==> config.mk <==
export PLATFORM = sky130hd
export DESIGN_NAME = gtb_tracker
export DESIGN_NICKNAME = d
export VERILOG_FILES = /design/src/rtl/gtb_tracker.sv
export SDC_FILE = /design/constraint.sdc
export NUM_CORES = 1
export LEC_CHECK = 0
export ABC_AREA = 1
export CAP_MARGIN = 10
export CELL_PAD_IN_SITES_DETAIL_PLACEMENT = 0
export CELL_PAD_IN_SITES_GLOBAL_PLACEMENT = 1
export CORE_ASPECT_RATIO = 0.8
export CORE_UTILIZATION = 37
export DETAILED_ROUTE_END_ITERATION = 8
export GPL_TIMING_DRIVEN = 1
export PLACE_DENSITY_LB_ADDON = 0.1
export SYNTH_ARGS = -nofsm -noshare
export SYNTH_HDL_FRONTEND = slang
export SYNTH_SLANG_ARGS = --single-unit
==> constraint.sdc <==
create_clock -name clk -period 3.59 [get_ports clk]
set_input_delay 0.5385 -clock clk [delete_from_list [all_inputs] [get_ports clk]]
set_output_delay 0.5385 -clock clk [all_outputs]
set_load 0.02 [all_outputs]
==> src/rtl/gtb_tracker.sv <==
// Gray-to-binary receive tracker: 2-flop sync, Gray decode, step/error
// classification, signed position accumulator and saturating error count.
module gtb_tracker #(
    parameter int W = 4,
    parameter int P = 16
) (
    input  logic         clk,
    input  logic         rst_n,
    input  logic [W-1:0] g_in,
    input  logic         clr,
    output logic [W-1:0] bin,
    output logic         step,
    output logic         dir,
    output logic [P-1:0] pos,
    output logic         err,
    output logic         fault,
    output logic [7:0]   err_cnt
);

    typedef enum logic [1:0] {INIT, TRACK, FAULT} state_t;

    localparam logic [W-1:0] ONE_W = W'(1);
    localparam logic [W-1:0] ALL_W = '1;
    localparam logic [P-1:0] ONE_P = P'(1);

    function automatic logic [W-1:0] g2b(input logic [W-1:0] g);
        logic [W-1:0] b;
        b[W-1] = g[W-1];
        for (int i = W - 2; i >= 0; i--) begin
            b[i] = b[i+1] ^ g[i];
        end
        return b;
    endfunction

    state_t       state, state_n;
    logic [1:0]   flush, flush_n;
    logic [W-1:0] s1, s2, cur, landing, prev, prev_n, diff;
    logic [P-1:0] pos_n;
    logic [7:0]   cnt_n;
    logic         step_n, err_n, dir_n;
    logic         up, dn, chg;

    assign cur     = g2b(s2);
    assign landing = g2b(s1);
    assign diff    = cur - prev;
    assign up      = (diff == ONE_W);
    assign dn      = (diff == ALL_W);
    assign chg     = (diff != '0);
    assign bin     = prev;
    assign fault   = (state == FAULT);

    always_comb begin
        state_n = state;
        flush_n = flush;
        prev_n  = prev;
        pos_n   = pos;
        cnt_n   = err_cnt;
        step_n  = 1'b0;
        err_n   = 1'b0;
        dir_n   = dir;
        unique case (state)
            INIT: begin
                // Take the value entering s2 now, so the first TRACK
                // compare is against fully flushed data.
                if (flush == 2'd1) begin
                    prev_n  = landing;
                    flush_n = 2'd0;
                    state_n = TRACK;
                end else begin
                    flush_n = flush + 2'd1;
                end
            end
            TRACK, FAULT: begin
                if (clr) begin
                    pos_n   = '0;
                    cnt_n   = '0;
                    prev_n  = cur;
                    state_n = TRACK;
                end else if (chg) begin
                    prev_n = cur;
                    if (up || dn) begin
                        if (state == TRACK) begin
                            step_n = 1'b1;
                            dir_n  = up;
                            pos_n  = up ? pos + ONE_P : pos - ONE_P;
                        end
                    end else begin
                        err_n   = 1'b1;
                        state_n = FAULT;
                        if (err_cnt != 8'hFF) begin
                            cnt_n = err_cnt + 8'd1;
                        end
                    end
                end
            end
            default: state_n = INIT;
        endcase
    end

    always_ff @(posedge clk or negedge rst_n) begin
        if (!rst_n) begin
            s1      <= '0;
            s2      <= '0;
            state   <= INIT;
            flush   <= '0;
            prev    <= '0;
            pos     <= '0;
            err_cnt <= '0;
            step    <= 1'b0;
            err     <= 1'b0;
            dir     <= 1'b0;
        end else begin
            s1      <= g_in;
            s2      <= s1;
            state   <= state_n;
            flush   <= flush_n;
            prev    <= prev_n;
            pos     <= pos_n;
            err_cnt <= cnt_n;
            step    <= step_n;
            err     <= err_n;
            dir     <= dir_n;
        end
    end

endmodule

# --- After elaboration in Yosys (flattened, before gate mapping) ---
# Cells that the tools add are included.
totals:
  reg_bits: 43
  wordCells: 74
  in_bits: 7
  out_inout_bits: 32
classes:
  bitwise_logic: 7
  mux: 28
  n_reduce_logical: 14
  eq_ne: 10
  addsub: 5
ops:
  columns: ["operator", "n"]
  rows:
  - ["16-bit 2-to-1 mux", 5]
  - ["8-bit 2-to-1 mux", 4]
  - ["16-bit by 1-bit adder with 16-bit output, second input constant", 1]
  - ["16-bit by 1-bit subtractor with 16-bit output, second input constant", 1]
  - ["4-bit 2-to-1 mux", 3]
  - ["2-bit 2-to-1 mux", 5]
  - ["2-bit nonzero test", 5]
  - ["1-bit 2-to-1 mux", 9]
  - ["8-bit by 1-bit adder with 8-bit output, second input constant", 1]
  - ["8-bit != test, second input constant", 1]
  - ["4-bit one-hot mux with 2 select lines", 1]
  - ["4-bit AND reduction", 2]
  - ["3-bit != test, second input constant", 2]
  - ["3-bit AND reduction", 2]
  - ["1-bit XOR", 6]
  - ["5-bit AND reduction", 1]
  - ["2-bit by 1-bit equality test with 1-bit output, second input constant", 2]
  - ["4-bit by 1-bit equality test with 1-bit output, second input constant", 1]
  - ["4-bit equality test, second input constant", 1]
  - ["2-bit != test, second input constant", 2]
  - ["2-bit one-hot mux with 2 select lines", 1]
  - ["4-bit nonzero test", 1]
  - ["4-bit subtractor", 1]
  - ["2-bit by 1-bit adder with 2-bit output, second input constant", 1]
  - ["5 further kinds", 5]

# --- Logic depth before layout (Yosys ltp) ---
depth:
  ltp_word: 10
  mapped_depth: 24
  ltp_nobuf: 24

# --- Worst setup path before layout ---
# OpenSTA, ideal clock, no wires.
synth_path:
  path_kind: "reg2reg"
  startpoint: "reg s2[3]"
  endpoint: "reg pos[9]"
  t_required_ns: 3.472
  t_arrival_ns: 3.734
  path_stages_with_launch: 19
  setup_ns: 0.118
  setup_slack_ns: -0.262
  n_path_buf: 0
  cell_sequence: "dfrtp_1 > xor2_1 > nand2_1 > nand2_1 > xor2_1 > inv_1 > ha_1 > fa_1 > xor2_1 > nand3_2 > ha_1 > or2_2 > nand2_1 > o21bai_1 > nand2_1 > nand2_1 > or2_2 > nand3_1 > nand2_1"
synth_via:
  elab_chain_len: 10
  elab_cells_between_ends: 16
  classes_between: "add/sub: 1; eq/ne: 2; mux: 5; bitwise: 3; reduce/logical: 5"
synth_rtl:
  columns: ["item", "line", "source"]
  rows:
  - ["from (decl)", "37", "logic [W-1:0] s1, s2, cur, landing, prev, prev_n, diff;"]
  - ["from (signal assigned)", "103", "s2 <= '0;"]
  - ["from (signal assigned)", "114", "s2 <= s1;"]
  - ["1-bit XOR (3 in a row)", "30", "b[i] = b[i+1] ^ g[i];"]
  - ["4-bit subtractor (*)", "45", "assign diff = cur - prev;"]
  - ["4-bit by 1-bit equality test with 1-bit output", "46", "assign up = (diff == ONE_W);"]
  - ["16-bit 2-to-1 mux", "85", "pos_n = up ? pos + ONE_P : pos - ONE_P;"]
  - ["16-bit 2-to-1 mux", "82", "if (state == TRACK) begin"]
  - ["16-bit 2-to-1 mux", "81", "if (up || dn) begin"]
  - ["16-bit 2-to-1 mux", "79", "end else if (chg) begin"]
  - ["16-bit 2-to-1 mux", "74", "if (clr) begin"]
  - ["to (signal assigned)", "118", "pos <= pos_n;"]
  - ["to (decl)", "14", "output logic [P-1:0] pos,"]
# Mark *: on every way between the ends. The rest lies on a longest branch, timed or not. The select of a mux whose other input is x is not followed.
# A chain may end at the register's enable or synchronous reset.

# --- Worst setup path in the final report ---
# Ends and elaborated chain as after synthesis.

==> reports/results.ini <==
[run_status]
status = finished clean

[cells_and_area]
regArea_um2 = 1080
design_area_um2 = 4620
n_antenna_cell = 0
multi_input_area_um2 = 2380
finalNetCount = 530
area_growth_pct = 51.4
drive_above_1_share_pct = 30.9
nFillCells = 706

[clock_network]
htree_levels = 2
clock_sinks = 43
clkLatencyLatePin_ps = 300
clock-root-buffer = clkbuf_8
holdBufCountCts = 0
cts-buffers-inserted = 5
clockBufferDepth = 2
clkTransAtPathRegs_ps = 90
cts_tree = yes

[critical_path]
critPathSlowestCell = fa_1
path_max_fanout = 8
crit_chain = xor2_1 -> nand2_1 -> nand2_2 -> xor2_2 -> inv_2 -> ha_4 -> fa_1 -> inv_2 -> nor2_4 -> nand3_4 -> ha_4 -> or2_4 -> nand2_4 -> o21bai_4 -> nand2_2 -> nand2_2 -> or2_4 -> nand3_2 -> nand2_1
critPathTopFamily = simple AND/OR/NAND/NOR gates
slowest_delay_ps = 550
worst-setup-path-type = flop to flop
arrival_ps = 3750
startpoint_type = flop
path_buf_inv = 2
critical_path.endpoint_type = flop
required_ps = 3790
crit_path_frequent_cell = nand2_2

[timing]
setup_tns_ps = 0
rsz0062_at_grt = yes
skew_ps = 5.91
setup_violations = 0
fin_crit_ps = 3550
fmax_mhz = 282
finalHoldViolCount = 0
final-max-slew-violation-count = 0
max-slew-margin-rel_pct = 31.6
fin_ws_ps = 39.3
min_period_over_period_pct = 98.9
worstMarginPinSlew_ps = 1030

[detailed_routing]
via_count = 2969
drcViolationCount = 0
drt_iter0_drc = 96
ant_nets = 0
firstDrtPassIters = 4
via_per_inst = 4.90
wirelength_um = 8330
wl_per_cell_um = 13.8

[synthesis]
ys_top_cells_by_area = dfrtp_1 (35%), nand2_1 (16%), ha_1 (9.9%)
synth.avg_cell_area_um2 = 7.33
yosysTopAreaCellShare_pct = 35.3
yosysSeqAreaShare_pct = 35.3
synth-async-reset-ratio_pct = 100
syn_inst = 416
ys_ff_latch = 43
yosys_most_used_dff = dfrtp_1
synth_area_um2 = 3050
synth_common_cells = nand2_1 (128), nand3_1 (60), inv_1 (45), dfrtp_1 (43), nor2_1 (30)
ys_types = 29
yosysMostFrequentCell = nand2_1
syn_nets = 449
synth_edf_count = 0
netlist.top_cell.by_area = dfrtp_1
synth_warnings = 0

[placement]
place_area_um2 = 3790
port_buffers = 38
place_ws_ps = -225
place_hpwl_um = 5540
gp_congestion = 0.841

[global_routing]
grt_max_degree = 44
grt_usage_pct = 19.9
grt_pass1_vias = 2636
grt_overflow_total = 0
grt_pass1_wl_um = 13300
antenna_found_initial = 0

[floorplanning]
io_pins = 39
core_um2 = 7950
chipHeight_um = 83.2
rows = 29
die_width_um = 103
initial_core_util_pct = 38.4
dieArea_um2 = 8610

[hold_path]
worstHoldPathType = flop to flop

[flow_run]
maxCapViolCount = 0

[metrics by stage]
step / cells / util (%) / hold slack, ps
floorplan: 416 / - / 243
global placement: 587 / 47.6 / 362
global route: 606 / 58.1 / 396
finish: 606 / 58.1 / 385
CTS: 599 / 50.8 / 387
detailed placement: 587 / 47.6 / 366
[cell families after synthesis]
family,after synthesis,share of synthesized area (%)
XOR/XNOR,13,3.74
buffers and inverters,53,6.86
AO/OA/AOI/OAI,26,4.84
flip-flops,43,35.3
adder cells (fa/ha/maj),26,11.2
AND/OR/NAND/NOR,255,38.1
[final timing paths]
check	startpoint	to	slack [ps]	depth (start not counted)
worst max register to register	s2[3]	pos[9]	40	19
worst max-delay path	s2[3]	pos[9]	40	19
worst min-delay path	s1[1]	s2[1]	390	0
max in group asynchronous	rst_n	s1[0]	2560	1
min in group asynchronous	rst_n	err_cnt[3]	410	1
worst min register to register	s1[1]	s2[1]	390	0
[flip-flops by register name, summed over array words and instances, names as in the netlist]
| name | count |
|---|---|
| dir | 1 |
| pos | 16 |
| bin | 4 |
| step | 1 |
| err_cnt | 8 |
| err | 1 |
| state | 2 |
| flush | 2 |
| s1 | 4 |
| s2 | 4 |
[per-layer routing]
metal / vias up / routed length [um] / share of wire [%] / global-route usage, %
met4: 0 / 89 / 1.1 / 4.61
met2: 53 / 3700 / 44 / 28.1
met5: - / 0 / 0 / 0
li1: 1519 / - / - / -
met1: 1388 / 4250 / 51 / 31.5
met3: 9 / 287 / 3.4 / 3.03
[what timing repair did]
| item | 4_1_cts | 5_1_grt |
|---|---|---|
| buffers inserted | 3 | 7 |
| gates cloned | 1 | 0 |
| pin swaps | 2 | 50 |
| resized for setup | 12 | 113 |
| endpoints found under the setup margin | 12 | 14 |
[placed cells by master, fill, tap and decap left out, drive strengths merged, types with 11 or more instances in the layout]
| master | count |
|---|---|
| nand3 | 63 |
| inv | 47 |
| a21oi | 14 |
| nand2 | 133 |
| nand4 | 11 |
| clkdlybuf4s50 | 37 |
| ha | 24 |
| nor2 | 32 |
| buf | 42 |
| dfrtp | 43 |
[worst register-to-register path, delay by kind of cell, from the launching register on]
kind                     cells  cell delay (ps)
AND/OR/NAND/NOR             11             1440
adder cells (fa/ha/maj)      3             1030
flip-flops                   1              420
XOR/XNOR                     2              360
buffers and inverters        2              120
AO/OA/AOI/OAI                1               90
[layout make-up]
class | count | share of cell area, %
clock buffer | 6 | 1.79
clock inverter | 2 | 0.352
inverter | 47 | 3.82
multi-input combinational | 321 | 51.6
sequential | 43 | 23.3
tap | 108 | 2.93
timing repair buffer | 79 | 16.2
Power is not shown: default switching activity piles up to over one toggle a cycle in this logic, so the estimate is an artifact.
